$ cat config.mk
export PLATFORM = sky130hd
export DESIGN_NAME = apb_master_arb
export DESIGN_NICKNAME = d
export VERILOG_FILES = /design/src/rtl/apb_master_arb.sv
export SDC_FILE = /design/constraint.sdc
export NUM_CORES = 1
export LEC_CHECK = 0
export ABC_AREA = 1
export CAP_MARGIN = 20
export CORE_MARGIN = 1
export CORE_UTILIZATION = 27
export CTS_CLUSTER_DIAMETER = 30
export DETAILED_ROUTE_END_ITERATION = 8
export SKIP_CTS_REPAIR_TIMING = 1
export SLEW_MARGIN = 15
export SYNTH_ARGS = -nofsm -noshare
export SYNTH_HDL_FRONTEND = slang
export SYNTH_SLANG_ARGS = --single-unit
$ cat constraint.sdc
create_clock -name PCLK -period 2 [get_ports PCLK]
set_clock_uncertainty 0.05 [all_clocks]
set_input_delay 0.4 -clock PCLK [delete_from_list [all_inputs] [get_ports PCLK]]
set_output_delay 0.4 -clock PCLK [all_outputs]
set_load 0.005 [all_outputs]
$ cat src/rtl/apb_master_arb.sv
// apb_master_arb: round-robin arbiter in front of a single APB master.
// NREQ local requesters each post one read or write. The winner's payload is
// latched at grant and driven through the APB SETUP/ACCESS phases. The
// result is returned with a one-cycle done pulse on the winner's bit.
module apb_master_arb #(
  parameter int AWIDTH  = 4,
  parameter int DWIDTH  = 8,
  parameter int NREQ    = 2,
  parameter int TIMEOUT = 15
) (
  input  logic                     PCLK,
  input  logic                     PRESET,
  input  logic [NREQ-1:0]          req,
  input  logic [NREQ-1:0]          req_write,
  input  logic [NREQ*AWIDTH-1:0]   req_addr,
  input  logic [NREQ*DWIDTH-1:0]   req_wdata,
  output logic [NREQ-1:0]          done,
  output logic [DWIDTH-1:0]        rsp_rdata,
  output logic                     rsp_err,
  output logic                     PSEL,
  output logic                     PENABLE,
  output logic                     PWRITE,
  output logic [AWIDTH-1:0]        PADDR,
  output logic [DWIDTH-1:0]        PWDATA,
  input  logic [DWIDTH-1:0]        PRDATA,
  input  logic                     PREADY,
  input  logic                     PSLVERR
);

  // Index width for requester numbers, counter width for the ACCESS timeout.
  localparam int IW = (NREQ > 1) ? $clog2(NREQ) : 1;
  localparam int CW = (TIMEOUT > 0) ? $clog2(TIMEOUT + 1) : 1;
  localparam logic [IW-1:0] IDX_MAX = IW'(NREQ - 1);
  localparam logic [CW-1:0] TO_VAL  = CW'(TIMEOUT);
  localparam bit            TO_EN   = (TIMEOUT > 0);

  typedef enum logic [1:0] {
    S_IDLE,
    S_SETUP,
    S_ACCESS
  } state_t;

  state_t              r_state;
  logic                r_psel;
  logic                r_penable;
  logic                r_pwrite;
  logic [AWIDTH-1:0]   r_paddr;
  logic [DWIDTH-1:0]   r_pwdata;
  logic [NREQ-1:0]     r_done;
  logic [DWIDTH-1:0]   r_rdata;
  logic                r_err;
  logic [IW-1:0]       r_last;
  logic [IW-1:0]       r_winner;
  logic [CW-1:0]       r_cnt;

  logic [AWIDTH-1:0]   w_addr_arr  [NREQ];
  logic [DWIDTH-1:0]   w_wdata_arr [NREQ];
  logic [IW-1:0]       w_ptr;
  logic [NREQ-1:0]     w_mask;
  logic [NREQ-1:0]     w_req_eff;
  logic                w_win_valid;
  logic [IW-1:0]       w_win_idx;
  logic                w_timeout;
  logic                w_complete;

  // Split the packed per-requester payload buses into indexable arrays.
  generate
    for (genvar gi = 0; gi < NREQ; gi++) begin : g_unpack
      assign w_addr_arr[gi]  = req_addr[gi*AWIDTH +: AWIDTH];
      assign w_wdata_arr[gi] = req_wdata[gi*DWIDTH +: DWIDTH];
    end
  endgenerate

  // On the completion edge the finishing requester may still hold req high,
  // so it is masked and the search starts just after it (it becomes the new
  // last winner on that same edge). Otherwise search after the last winner.
  always_comb begin
    w_mask = '0;
    w_ptr  = r_last;
    if (r_state == S_ACCESS) begin
      w_mask[r_winner] = 1'b1;
      w_ptr            = r_winner;
    end
    w_req_eff = req & ~w_mask;
  end

  // Round-robin search: first eligible request upward from w_ptr+1, wrapping.
  always_comb begin : p_scan
    logic [IW-1:0] v_scan;
    w_win_valid = 1'b0;
    w_win_idx   = '0;
    v_scan      = w_ptr;
    for (int k = 0; k < NREQ; k++) begin
      if (v_scan == IDX_MAX) begin
        v_scan = '0;
      end else begin
        v_scan = v_scan + IW'(1);
      end
      if (!w_win_valid && w_req_eff[v_scan]) begin
        w_win_valid = 1'b1;
        w_win_idx   = v_scan;
      end
    end
  end

  // An ACCESS cycle ends the transfer on PREADY, or on the timeout cycle.
  always_comb begin
    w_timeout  = TO_EN && (r_cnt == TO_VAL);
    w_complete = (r_state == S_ACCESS) && (PREADY || w_timeout);
  end

  // Sequencer: arbitration, APB phases, completion and response capture.
  always_ff @(posedge PCLK or posedge PRESET) begin
    if (PRESET) begin
      r_state   <= S_IDLE;
      r_psel    <= 1'b0;
      r_penable <= 1'b0;
      r_pwrite  <= 1'b0;
      r_paddr   <= '0;
      r_pwdata  <= '0;
      r_done    <= '0;
      r_rdata   <= '0;
      r_err     <= 1'b0;
      r_last    <= IDX_MAX;
      r_winner  <= '0;
      r_cnt     <= '0;
    end else begin
      r_done <= '0;
      case (r_state)
        S_IDLE: begin
          r_psel    <= 1'b0;
          r_penable <= 1'b0;
          if (w_win_valid) begin
            r_pwrite  <= req_write[w_win_idx];
            r_paddr   <= w_addr_arr[w_win_idx];
            r_pwdata  <= w_wdata_arr[w_win_idx];
            r_winner  <= w_win_idx;
            r_cnt     <= '0;
            r_psel    <= 1'b1;
            r_state   <= S_SETUP;
          end
        end

        S_SETUP: begin
          r_psel    <= 1'b1;
          r_penable <= 1'b1;
          r_cnt     <= CW'(1);
          r_state   <= S_ACCESS;
        end

        S_ACCESS: begin
          if (w_complete) begin
            // w_mask is the one-hot of the current winner while in ACCESS.
            r_done <= w_mask;
            r_last <= r_winner;
            if (PREADY) begin
              r_err   <= PSLVERR;
              r_rdata <= r_pwrite ? '0 : PRDATA;
            end else begin
              r_err   <= 1'b1;
              r_rdata <= '0;
            end
            r_penable <= 1'b0;
            if (w_win_valid) begin
              // Back-to-back: stay selected and go straight to SETUP.
              r_pwrite <= req_write[w_win_idx];
              r_paddr  <= w_addr_arr[w_win_idx];
              r_pwdata <= w_wdata_arr[w_win_idx];
              r_winner <= w_win_idx;
              r_cnt    <= '0;
              r_psel   <= 1'b1;
              r_state  <= S_SETUP;
            end else begin
              r_psel  <= 1'b0;
              r_state <= S_IDLE;
            end
          end else begin
            // Saturate so a disabled timeout cannot wrap into a false match.
            if (r_cnt != TO_VAL) begin
              r_cnt <= r_cnt + CW'(1);
            end
          end
        end

        default: begin
          r_psel    <= 1'b0;
          r_penable <= 1'b0;
          r_state   <= S_IDLE;
        end
      endcase
    end
  end

  assign PSEL      = r_psel;
  assign PENABLE   = r_penable;
  assign PWRITE    = r_pwrite;
  assign PADDR     = r_paddr;
  assign PWDATA    = r_pwdata;
  assign done      = r_done;
  assign rsp_rdata = r_rdata;
  assign rsp_err   = r_err;

endmodule

==> impl_results.md, run 1 <==
* Outcome: finished with violations
* Failing checks: design-rule violations
* Synth Cell Area at about 1900 sq um
* CP Buf/Inv Count at 0
* Worst setup margin at 0.220 ns
* CTS tree: built
* Sw Ratio at 0.379
* Clock Power Share at 0.151
* HP Class: reg2reg
* Drt drc at 3
* First-pass iteration count of the detailed router at 6
* Boundary pin count at 66
* Global-route wire length before repair at about 7500 microns
* Mapped Cells at 232
* Final min period at between 1.5 and 2 ns
* WL final at 4350 microns
* Die ar. at slightly above 7000 sq um
* Critical Path End Type: flop
* Iteration-0 DRC Markers at between 60 and 70
* Power per cell area at around 1300 nW/um^2
* Detail Placement HPWL at roughly 3200 microns
* Comb pwr share at 0.500
* H-Tree Depth at 2
* Layout cells sized above 1 at 0.0948
* Synth cell types at 26
* Flop pwr share at 0.348
* FFs w/ async S/R, synth at 1.00
* Critical Path Fanout Max at 15
* Final Hold Viols at 0
* Worst VDD drop at about 0.00054 V
* Max_cap viols at 0
* Core Footprint at approximately 6500 sq um
* Post-synth top area share at 0.446
* Setup CP Type: reg2reg
* Ys flop type: dfrtp_1
* Vias in the first global route at 1690
* Int Power at between 2 and 2.5 mW
* Seq cells post-synth at 34
* Via/cell ratio at 4.39
* Worst path required time at about 2.1 ns
* Setup-failing EPs final at 0
* Slew Limit Fails at 0
* Area grow syn2layout at 45.5%
* Most frequent cells in the layout: 83 x nand2_1, 65 x clkdlybuf4s50_1, 33 x dfrtp_1
* GP Congestion at 0.793
* Post-layout nets at about 350
* Synth area leaders: dfrtp_1 45%, nand2_1 17%, nand3_1 5.7%, nand3b_1 5.3%, ha_1 4.7%
* Die width at between 80 and 90 microns
* Pleak at ~1.3 nW
* Gr usage total at 0.131
* Crit-path max cell delay at ~0.45 ns
* Clock Latency Late Sink at 0.28 ns
* Clock transition at path regs at 0.07 ns
* Cts bufs inserted at 5
* Sequential area share after synthesis at 0.460
* RSZ-0062 raised after global routing: false
* Routed wire per std cell at about 11 microns
* Crit path DAT at approximately 1.9 ns
* Antenna Cells at 0
* Syn avg cell area at between 7 and 8 sq um
* Fillers at about 650
* Antenna-violating nets left at 0
* Pre-CTS setup slack at about 0.094 ns
* Post-route cell area at 2690 sq um
* Largest net degree at the start of global routing at 35
* Synthesis Warnings at 0
* TritonCTS Sinks at 34
* Multi-input gate area at ~840 sq um
* Sw power at 1.32 mW
* Worst-path cell chain: ha_1 -> nand2_1 -> nand2_1 -> nand2_2 -> o211ai_2 -> nand2_1 -> o21ai_0
* DP Area at approximately 2600 sq um
* Syn Nets at between 200 and 300
* Crit-path leading delay family: simple AND/OR/NAND/NOR gates
* I/O Buffers at 65
* Worst-margin pin slew at around 0.64 ns
* CTS Root Cell: clkbuf_8
* Initial core utilization at 0.285
* Die Ht at about 85 microns
* Max frequency at between 500 and 600 MHz
* Leading cell type in the layout, fill and taps excluded: nand2_1
* Slew HR at 0.575
* Clock tree buffer depth at 2
* Worst Setup Start Kind: flop
* Register area at 852 sq um
* Cell Rows at 29
* Via Count at about 1.7k
* Period Utilization, post-route at 0.890
* Yosys top cell by area: dfrtp_1
* Setup TNS at 0 ns
* GRT overflow at 0
* Initial antenna violation count at 0
* Cell mode on critical path: nand2_1
* Slowest-stage cell, CP: dfrtp_1
* Post-synth EDFFs at 0
-- stage by stage --
step / std cells / hold WS [ns] / utilization / total power [mW]
after global placement: 375 / 0.418 / 0.400 / 2.97
final: 383 / 0.435 / 0.415 / 3.49
after global routing: 383 / 0.467 / 0.415 / 3.84
after detailed placement: 375 / 0.420 / 0.400 / 2.99
after CTS: 383 / 0.443 / 0.415 / 3.54
after floorplan: 232 / 0.417 / - / 2.22
-- cells by family (layout without fill, tap and decap cells) --
family                   count (synthesis)  after routing  share of synthesized area
AND/OR/NAND/NOR                        135            135                      0.335
flip-flops                              34             34                      0.460
buffers and inverters                   33            107                     0.0852
AO/OA/AOI/OAI                           22             22                     0.0676
adder cells (fa/ha/maj)                  7              7                     0.0473
XOR/XNOR                                 1              1                    0.00473
-- cell usage after synthesis, types with 2 or more instances --
master,count
inv_2,3
o21ai_0,13
dfrtp_1,33
o21ai_1,2
nand2_2,4
nand2_1,83
a21oi_1,3
nor2_1,8
buf_2,3
ha_1,7
nand3_1,21
nand3b_1,13
inv_1,23
buf_6,4
-- layout make-up --
cell class | count | share of cell area
inverter | 26 | 0.0362
tap | 77 | 0.0358
multi-input combinational | 165 | 0.312
timing repair buffer | 73 | 0.264
clock buffer | 6 | 0.0307
clock inverter | 2 | 0.00465
sequential | 34 | 0.316
-- path summary, 6_finish.rpt --
| kind | startpoint | to | slack (ns) | cells past startpoint |
|---|---|---|---|---|
| setup / recovery | r_state[1]$_DFFE_PP0P_ | r_winner$_DFFE_PP0P_ | 0.22 | 7 |
| hold / removal | rsp_rdata[0]$_DFFE_PP0P_ | rsp_rdata[0]$_DFFE_PP0P_ | 0.43 | 2 |
| setup reg to reg | r_state[1]$_DFFE_PP0P_ | r_winner$_DFFE_PP0P_ | 0.22 | 7 |
| hold reg to reg | rsp_rdata[0]$_DFFE_PP0P_ | rsp_rdata[0]$_DFFE_PP0P_ | 0.43 | 2 |
| max in group asynchronous | PRESET | r_last$_DFFE_PP1P_ | 1.09 | 3 |
| min in group asynchronous | PRESET | rsp_rdata[7]$_DFFE_PP0P_ | 0.47 | 3 |
-- worst min-delay path, cell delays in order (launching register included) --
cell     delay [ns]
dfrtp_1        0.34
nand2_1        0.05
o21ai_0        0.06
-- power groups by stage --
stage	combinational, mW	clock, mW	sequential [mW]
after floorplan	1.00	0	1.22
after global placement	1.75	0	1.23
after detailed placement	1.77	0	1.22
after CTS	1.77	0.547	1.22
after global routing	2.00	0.579	1.25
final	1.75	0.528	1.22
-- flip-flops by register name (all words and copies together) (netlist names) --
name / flops
PWDATA: 8
rsp_rdata: 8
PADDR: 4
r_cnt: 4
done: 2
r_state: 2
PENABLE: 1
PSEL: 1
PWRITE: 1
r_last: 1
r_winner: 1
rsp_err: 1
-- metal layers --
metal | GRT usage | share of wire | up-vias
met5 | 0 | 0 | -
met2 | 0.227 | 0.47 | 45
met3 | 0.0413 | 0.055 | 6
li1 | - | - | 887
met1 | 0.159 | 0.46 | 743
met4 | 0.0324 | 0.011 | 0
Power figures use the tool's default switching activity.
==> run 2: changes to the inputs <==
--- a/config.mk
+++ b/config.mk
@@ -6,7 +6,7 @@
 export NUM_CORES = 1
 export LEC_CHECK = 0
 export ABC_AREA = 1
-export CAP_MARGIN = 20
+export CORE_ASPECT_RATIO = 0.5
 export CORE_MARGIN = 1
 export CORE_UTILIZATION = 27
 export CTS_CLUSTER_DIAMETER = 30
==> impl_results.md, run 2 (synthesized netlist as in run 1, its figures left out) <==
* Outcome: finished, final reports clean
* Global-route wire length before repair at 8000 microns (+6.5%)
* Crit path DAT at 1.97 ns (+0.10 ns)
* Max_cap viols at 0 (unchanged)
* Antenna-violating nets left at 0 (unchanged)
* HP Class: in2async
* Largest net degree at the start of global routing at 20 (-43%)
* RSZ-0062 raised after global routing: true
* Post-layout nets at 352 (unchanged)
* Cell mode on critical path: inv_2
* Die width at 119 microns (+40%)
* Worst-margin pin slew at 0.600 ns (-0.0351 ns)
* Area grow syn2layout at 49.0%
* Worst Setup Start Kind: flop
* Via Count at 1729 (+2.9%)
* Core Footprint at 6330 sq um (-2.5%)
* Crit-path leading delay family: simple AND/OR/NAND/NOR gates
* Detail Placement HPWL at 3560 microns (+11%)
* Cells after DPL at 386 (+2.9%)
* CTS Root Cell: clkbuf_16
* Cts bufs inserted at 5 (unchanged)
* Setup-failing EPs final at 0 (unchanged)
* Most frequent cells in the layout: 83 x nand2_1, 65 x clkdlybuf4s50_1, 33 x dfrtp_1
* Antenna Cells at 0 (unchanged)
* Max frequency at 552 MHz (-1.8%)
* Period Utilization, post-route at 0.906 (+0.0161)
* Worst VDD drop at 0.000438 V (-19%)
* Power per cell area at 1370 nW/um^2 (+5.3%)
* Vias in the first global route at 1730 (+2.4%)
* Final min period at 1.81 ns (+0.0323 ns)
* H-Tree Depth at 2 (unchanged)
* Initial antenna violation count at 0 (unchanged)
* Critical Path Fanout Max at 13 (-2)
* GR Util met2 at 0.249 (+0.0223)
* Slowest-stage cell, CP: dfrtp_1
* Critical Path End Type: flop
* GRT overflow at 0 (unchanged)
* GR Layer Usage met1 at 0.175 (+0.0163)
* Final std cells w/o fill at 394 (+2.9%)
* Worst-path cell chain: ha_1 -> inv_2 -> o21ai_1 -> nand2_2 -> inv_2 -> nor2_4 -> nand3_1 -> nand2_1
* Pleak at 1.32 nW (+1.8%)
* CP Buf/Inv Count at 2 (+2)
* Cell Rows at 20 (-31%)
* Total power draw at 3.77 mW (+7.9%)
* Leading cell type in the layout, fill and taps excluded: nand2_1
* TritonCTS Sinks at 34 (unchanged)
* Crit-path max cell delay at 0.45 ns (about the same)
* Via/cell ratio at 4.39 (about the same)
* Drt drc at 0 (-3)
* GP Congestion at 0.772 (-2.6%)
* Slew Limit Fails at 0 (unchanged)
* GRT met3 Usage at 0.0348 (-0.00652)
* Post-route cell area at 2760 sq um (+2.4%)
* Die Ht at 60.5 microns (-29%)
* Setup CP Type: reg2reg
* Slew HR at 0.599 (+0.0235)
* DP Area at 2610 sq um (+0.53%)
* Iteration-0 DRC Markers at 69 (+9.5%)
* I/O Buffers at 65 (unchanged)
* Gr usage total at 0.142 (+0.0107)
* Layout cells sized above 1 at 0.0882 (-0.00654)
* Initial core utilization at 0.292 (+0.00738)
* Clock tree buffer depth at 2 (unchanged)
* Final Hold Viols at 0 (unchanged)
* Clock transition at path regs at 0.05 ns (-0.02 ns)
* Clock Latency Late Sink at 0.27 ns (about the same)
* Routed wire per std cell at 12.1 microns (+6.4%)
* First-pass iteration count of the detailed router at 4 (-2)
* CTS tree: built
* WL final at 4760 microns (+9.5%)
* Worst path required time at 2.16 ns (+0.07 ns)
* Gr busiest metal: met2
* Die ar. at 7210 sq um (+0.29%)
* Boundary pin count at 66 (unchanged)
==> run 2: cell count changes in the layout (fill, tap and decap cells not counted), sizes merged <==
cell / before / now
clkbuf: 6 / 8
clkinv: 1 / 0
clkinvlp: 1 / 0
==> run 2: through the flow <==
stage / setup TNS (ns) / hold WS, ns / worst slack (ns) / utilization
final: 0 / 0.368 / 0.188 / 0.436
after global routing: -0.0000573 / 0.405 / -0.0000573 / 0.436
after CTS: 0 / 0.393 / 0.182 / 0.436
after detailed placement: 0 / 0.415 / 0.151 / 0.412
after global placement: 0 / 0.417 / 0.186 / 0.412
after floorplan: 0 / 0.417 / 0.362 / -
==> run 2: routing by layer <==
metal,share of wire,wire length (microns),vias up
li1,-,-,883
met1,0.46,2200,813
met2,0.49,2320,26
met3,0.035,168,7
met4,0.014,66,0
met5,0,0,-
==> run 2: path summary, 6_finish.rpt <==
path / from / endpoint / slack [ns] / depth (start not counted)
hold reg to reg: PADDR[0]$_DFFE_PP0P_ / PADDR[0]$_DFFE_PP0P_ / 0.43 / 2
hold / removal: PRESET / done[1]$_DFF_PP0_ / 0.37 / 2
min in group PCLK: PADDR[0]$_DFFE_PP0P_ / PADDR[0]$_DFFE_PP0P_ / 0.43 / 2
setup / recovery: r_state[1]$_DFFE_PP0P_ / PWRITE$_DFFE_PP0P_ / 0.19 / 8
setup reg to reg: r_state[1]$_DFFE_PP0P_ / PWRITE$_DFFE_PP0P_ / 0.19 / 8
max in group asynchronous: PRESET / r_cnt[0]$_DFFE_PP0P_ / 1.02 / 3
==> run 2: area by class of cell <==
cell class,instances,area (sq um)
Tap cell,88,110
Clock buffer,8,146
Inverter,26,97.6
Multi-Input combinational cell,165,841
Timing Repair Buffer,73,711
Sequential cell,34,852
Fill cell,640,3570
==> run 2: power by group <==
part	internal [mW]	total, mW	switching [mW]
sequential	1.01	1.22	0.207
combinational	0.881	1.79	0.905
clock	0.496	0.762	0.266
